## config.mk

```make
export PLATFORM = sky130hd
export DESIGN_NAME = bist_signature_analyzer
export DESIGN_NICKNAME = d
export VERILOG_FILES = /design/src/rtl/bist_signature_analyzer.sv
export SDC_FILE = /design/constraint.sdc
export NUM_CORES = 1
export LEC_CHECK = 0
export ABC_AREA = 1
export ABC_CLOCK_PERIOD_IN_PS = 3500
export BUFFER_PORTS_ARGS = -buffer_cell sky130_fd_sc_hd__buf_4
export CORE_ASPECT_RATIO = 1.1
export CORE_MARGIN = 5
export CORE_UTILIZATION = 54
export DETAILED_ROUTE_END_ITERATION = 8
export PLACE_DENSITY = 0.77
export SYNTH_ARGS = -nofsm -noshare
export SYNTH_HDL_FRONTEND = slang
export SYNTH_SLANG_ARGS = --single-unit
```

## constraint.sdc

```tcl
create_clock -name clk -period 3.5 [get_ports clk]
set_input_delay 0.525 -clock clk [delete_from_list [all_inputs] [get_ports clk]]
set_output_delay 0.525 -clock clk [all_outputs]
set_load 0.03 [all_outputs]
```

## src/rtl/bist_signature_analyzer.sv

```systemverilog
// -----------------------------------------------------------------------------
// bist_signature_analyzer
//
// BIST response analyzer. It compacts a DUT response stream into a
// multiple-input signature register (MISR) over a fixed window of PATTERNS
// captures. At the end of the window it compares the signature with GOLDEN and
// reports pass/fail. A start/busy/done handshake sequences repeated runs.
//
// Handshake: start is sampled only in IDLE or DONE. The edge that samples it
// clears the MISR and the capture counter and raises busy. resp is captured on
// each of the following PATTERNS edges. The edge that takes the last capture
// drops busy and raises done, with pass valid. done stays high, and pass keeps
// its value, until start begins another run. Holding start high in DONE starts
// the next run on the following edge, so busy rises in the same cycle that
// done falls. start during RUN and resp outside RUN are ignored.
//
// Optional feature (macro BIST_ABORT_EN): adds an abort input. abort high at an
// edge in RUN returns the block to IDLE. The signature keeps its current value
// and done/pass are 0. abort wins over the last-capture transition. abort has
// no effect in IDLE or DONE.
//
// Parameters:
//   W        response width (W <= SIG_W)
//   SIG_W    MISR width (>= 2)
//   TAPS     feedback tap mask; bit i set XORs sig[i] into the feedback
//   PATTERNS responses compacted per run (>= 1)
//   GOLDEN   expected final signature
//
// Ports:
//   clk        clock, rising edge
//   rst        asynchronous reset, active-low
//   start      run request
//   resp       DUT response word
//   abort      (BIST_ABORT_EN only) cancel the current run
//   busy       high while in RUN
//   done       high in DONE
//   pass       final signature == GOLDEN, valid while done is high
//   signature  current MISR contents
//   state      FSM state for debug (0 IDLE, 1 RUN, 2 DONE)
//
// All outputs come straight from flops. No input reaches an output
// combinationally.
// -----------------------------------------------------------------------------
module bist_signature_analyzer #(
    parameter int              W        = 3,
    parameter int              SIG_W    = 8,
    parameter logic [SIG_W-1:0] TAPS    = 8'hB8,
    parameter int              PATTERNS = 15,
    parameter logic [SIG_W-1:0] GOLDEN  = '0
) (
    input  logic             clk,
    input  logic             rst,
    input  logic             start,
    input  logic [W-1:0]     resp,
`ifdef BIST_ABORT_EN
    input  logic             abort,
`endif
    output logic             busy,
    output logic             done,
    output logic             pass,
    output logic [SIG_W-1:0] signature,
    output logic [1:0]       state
);

    localparam int CNT_W = $clog2(PATTERNS + 1);
    // Counter value present while the final response word is captured.
    localparam logic [CNT_W-1:0] LAST = CNT_W'(PATTERNS - 1);

    typedef enum logic [1:0] {
        S_IDLE = 2'd0,
        S_RUN  = 2'd1,
        S_DONE = 2'd2
    } state_t;

    state_t           st, st_d;
    logic [CNT_W-1:0] cnt, cnt_d;
    logic [SIG_W-1:0] sig_d;
    logic [SIG_W-1:0] misr_next;
    logic [SIG_W-1:0] resp_ext;
    logic             fb;
    logic             busy_d, done_d, pass_d;
    logic             abort_hit;
    logic             last_cap;

`ifdef BIST_ABORT_EN
    assign abort_hit = abort;
`else
    assign abort_hit = 1'b0;
`endif

    assign last_cap = (cnt == LAST);

    // MISR step. The shift moves sig[i-1] into bit i. The tap feedback enters
    // bit 0. The response word is folded into the low W bits, and the upper
    // bits only shift.
    assign fb        = ^(signature & TAPS);
    assign resp_ext  = SIG_W'(resp);
    assign misr_next = {signature[SIG_W-2:0], fb} ^ resp_ext;

    // -------------------------------------------------------------------------
    // State register, together with the registered outputs and datapath.
    // -------------------------------------------------------------------------
    always_ff @(posedge clk or negedge rst) begin
        if (!rst) begin
            st        <= S_IDLE;
            cnt       <= '0;
            signature <= '0;
            busy      <= 1'b0;
            done      <= 1'b0;
            pass      <= 1'b0;
        end else begin
            st        <= st_d;
            cnt       <= cnt_d;
            signature <= sig_d;
            busy      <= busy_d;
            done      <= done_d;
            pass      <= pass_d;
        end
    end

    assign state = st;

    // -------------------------------------------------------------------------
    // Next-state logic.
    // -------------------------------------------------------------------------
    always_comb begin
        st_d = st;
        case (st)
            S_IDLE: begin
                if (start) st_d = S_RUN;
            end
            S_RUN: begin
                if (abort_hit)     st_d = S_IDLE;
                else if (last_cap) st_d = S_DONE;
            end
            S_DONE: begin
                if (start) st_d = S_RUN;
            end
            default: st_d = S_IDLE;
        endcase
    end

    // -------------------------------------------------------------------------
    // Output and datapath next values. These are registered by the state
    // register process, so busy, done and pass line up with the state they
    // describe.
    // -------------------------------------------------------------------------
    always_comb begin
        sig_d  = signature;
        cnt_d  = cnt;
        pass_d = pass;
        busy_d = (st_d == S_RUN);
        done_d = (st_d == S_DONE);
        case (st)
            S_IDLE, S_DONE: begin
                if (start) begin
                    // New run: seed the MISR and restart the window.
                    sig_d  = '0;
                    cnt_d  = '0;
                    pass_d = 1'b0;
                end
            end
            S_RUN: begin
                if (abort_hit) begin
                    // Signature is frozen. No verdict is produced.
                    pass_d = 1'b0;
                end else begin
                    sig_d = misr_next;
                    cnt_d = cnt + CNT_W'(1);
                    // The verdict uses the value being loaded on this edge,
                    // so pass is valid in the first DONE cycle.
                    if (last_cap) pass_d = (misr_next == GOLDEN);
                end
            end
            default: begin
                sig_d  = '0;
                cnt_d  = '0;
                pass_d = 1'b0;
            end
        endcase
    end

endmodule

```

==> metrics.md <==
| Metric | Value |
|---|---|
| Sequential element share of the synthesized area | `52.6%` |
| Clock latency on the worst-skew pair | `0.29 ns` |
| Worst-path maximum fanout | `3` |
| CTS Hold Buffers Added | `0` |
| Die width | `46.9 um` |
| Worst min path class | `primary input to async pin` |
| Post-cts resize count | `0` |
| Final critical-path share of the clock period | `42.6%` |
| Placed Cells | `127` |
| Post-Syn Area per Cell | `8.69 um^2` |
| Synthesized area | `808 um^2` |
| Core footprint | `0.00140 mm^2` |
| Ports | `19` |
| Hold WS | `0.0774 ns` |
| Final Setup Violations | `0` |
| CTS Root Cell | `clkbuf_4` |
| Global-route wire length before repair | `2880 um` |
| Postcts setup bufs | `0` |
| Outcome | `finished clean` |
| Mapped Cells | `93` |
| R2R setup slack | `2.20 ns` |
| Clock-pin slew on the worst setup and hold paths | `0.09 ns` |
| Arrival time at the worst endpoint | `0.96 ns` |
| Worst vdd ir | `0.537 mV` |
| Pin count of the biggest net entering global routing | `18` |
| Area delta synth->final | `22.4%` |
| Reg2Reg Depth | `3` |
| Unrepaired setup endpoints after global routing | `no` |
| Max-slew violations | `0` |
| Worst-margin pin slew | `0.524 ns` |
| Area post-placement | `963 um^2` |
| DIE AREA | `0.00237 mm^2` |
| Fmax | `671 MHz` |
| CTS H-Tree Depth | `1` |
| Mapped Nets | `101` |
| CTS tree | `yes` |
| Fin. Hold Viols | `0` |
| Share of layout cells above drive strength 1 | `24.3%` |
| Synth Warn # | `0` |
| DRC viols | `0` |
| Final GP Congestion | `0.846` |
| Final Non-Filler Cells | `131` |
| CTS Buf Count | `3` |
| Number of inserted diodes | `0` |
| Maxcap violations | `0` |
| Worst R2R End | `signature[6]$_DFFE_PN0P_` |
| Sequential cell area | `425 um^2` |
| Cell area after layout | `990 um^2` |
| DRT Wirelength | `1630 um` |
| Clock period minus worst slack | `1.49 ns` |
| GRT Resource Usage Total | `16.5%` |
| Initial Util | `57.7%` |
| Max stage delay cell, worst path | `dfrtp_1` |
| Area occupied by multi-input gates | `319 um^2` |
| Post-DRT Antenna Nets | `0` |
| Synth cell types | `16` |
| Vias in the first global route | `663` |
| Slew margin rel. | `64.9%` |
| Drt pass-1 iters | `4` |
| IO Port Bufs | `18` |
| Gate family responsible for the most delay along the worst path | `flip-flops` |
| Final Skew | `0.00214 ns` |
| DPL Wire Length | `1270 um` |
| Global route overflow | `0` |
| Worst r2r src | `state[0]$_DFF_PN0_` |
| Total negative slack | `0 ns` |
| FP Rows | `14` |
| CP startpoint kind | `register` |
| Critical path class | `register to output pin` |
| Drt initial violations | `4` |
| Clk sink count | `17` |
| CP cell instances | `buf_4` |
| PwrDens | `942 mW/mm^2` |
| Number of fill cells | `104` |
| CTS Buffer Depth | `2` |
| Static leakage power | `0.540 nW` |
| Crit path buffers/inverters | `1` |
| Yosys reg bits | `17` |
| CP peak stage delay | `0.47 ns` |
| Vias per inst | `4.94` |
| Crit path required time | `2.97 ns` |
| Nets | `124` |
| Initial antenna violation count | `0` |
| Vert. Die Dim | `50.6 um` |
| Vias | `647` |
| Crit. End Element | `output pin` |
| Routed WL per cell | `12.4 um` |
## kinds of logic (layout without fill, tap and decap cells)
logic type	Yosys count	count (layout)	synth area share, %
AOI/OAI and AO/OA	17	17	13.0
xor gates and xnor gates	2	2	2.17
adders and majority gates	2	2	3.10
buffers and inverters	17	39	7.89
DFF	17	17	52.6
and+or+nand+nor	38	38	21.2
## per-layer routing
metal  GRT usage [%]  wire, um
met1            21.4       760
met2            26.5       754
met3            2.50        75
met4            6.91        36
met5               0         0
## registers in the layout (all words and copies together) (netlist names)
| signal | flops |
|---|---|
| done | 1 |
| pass | 1 |
| busy | 1 |
| cnt | 4 |
| signature | 8 |
| state | 2 |
## Yosys cell counts
cell type	instances	area share [%]
nand3_2	1	1.2
o21ai_1	8	5.0
a21oi_2	1	1.1
nand2_1	23	11
inv_2	4	1.9
o21bai_1	1	0.93
ha_1	2	3.1
nand3_1	5	3.1
dfrtp_1	17	53
o22ai_1	5	3.9
inv_1	13	6.0
xnor2_1	1	1.1
a22o_1	2	2.2
nor2_1	8	3.7
nor2_8	1	2.5
xor2_1	1	1.1
## layout by cell type, fill, tap and decap left out, drive strengths merged
master | netlist | final
o22ai | 5 | 5
buf | 0 | 18
nand2 | 23 | 23
a22o | 2 | 2
inv | 17 | 17
o21ai | 8 | 8
xnor2 | 1 | 1
xor2 | 1 | 1
nor2 | 9 | 9
nand3 | 6 | 6
o21bai | 1 | 1
ha | 2 | 2
a21oi | 1 | 1
clkbuf | 0 | 4
dfrtp | 17 | 17
## area by class of cell
cell class,instances,share of cell area [%]
inverters,17,6.45
flip-flops and latches,17,43.0
clock buffers,4,2.65
repair buffers,18,13.7
multi-input cells,59,32.2
well taps,16,2.02
## worst max path at each step
stage	start	cells after the start	slack [ns]	to
after floorplan	state[0]$_DFF_PN0_	3	2.30	signature[3]$_DFFE_PN0P_
after global placement	start	4	2.08	signature[3]$_DFFE_PN0P_
after detailed placement	start	4	2.02	signature[6]$_DFFE_PN0P_
after CTS	state[1]$_DFF_PN0_	1	2.01	state[1]
after global routing	state[1]$_DFF_PN0_	1	1.95	state[1]
final	state[1]$_DFF_PN0_	1	2.01	state[1]
## through the flow
| stage | util, % | setup WS [ns] | power, mW |
|---|---|---|---|
| after floorplan | - | 2.30 | 0.676 |
| after global placement | 68.8 | 2.08 | 0.819 |
| after detailed placement | 68.8 | 2.02 | 0.835 |
| after CTS | 70.6 | 2.01 | 0.936 |
| after global routing | 70.6 | 1.95 | 1.01 |
| final | 70.6 | 2.01 | 0.932 |
## power by group
part	switching [mW]	leakage, nW	total, mW	internal, mW
clock	0.0575	0.0150	0.102	0.0443
sequential	0.0640	0.213	0.338	0.274
combinational	0.313	0.313	0.492	0.179
(Power assumes the default switching activity.)
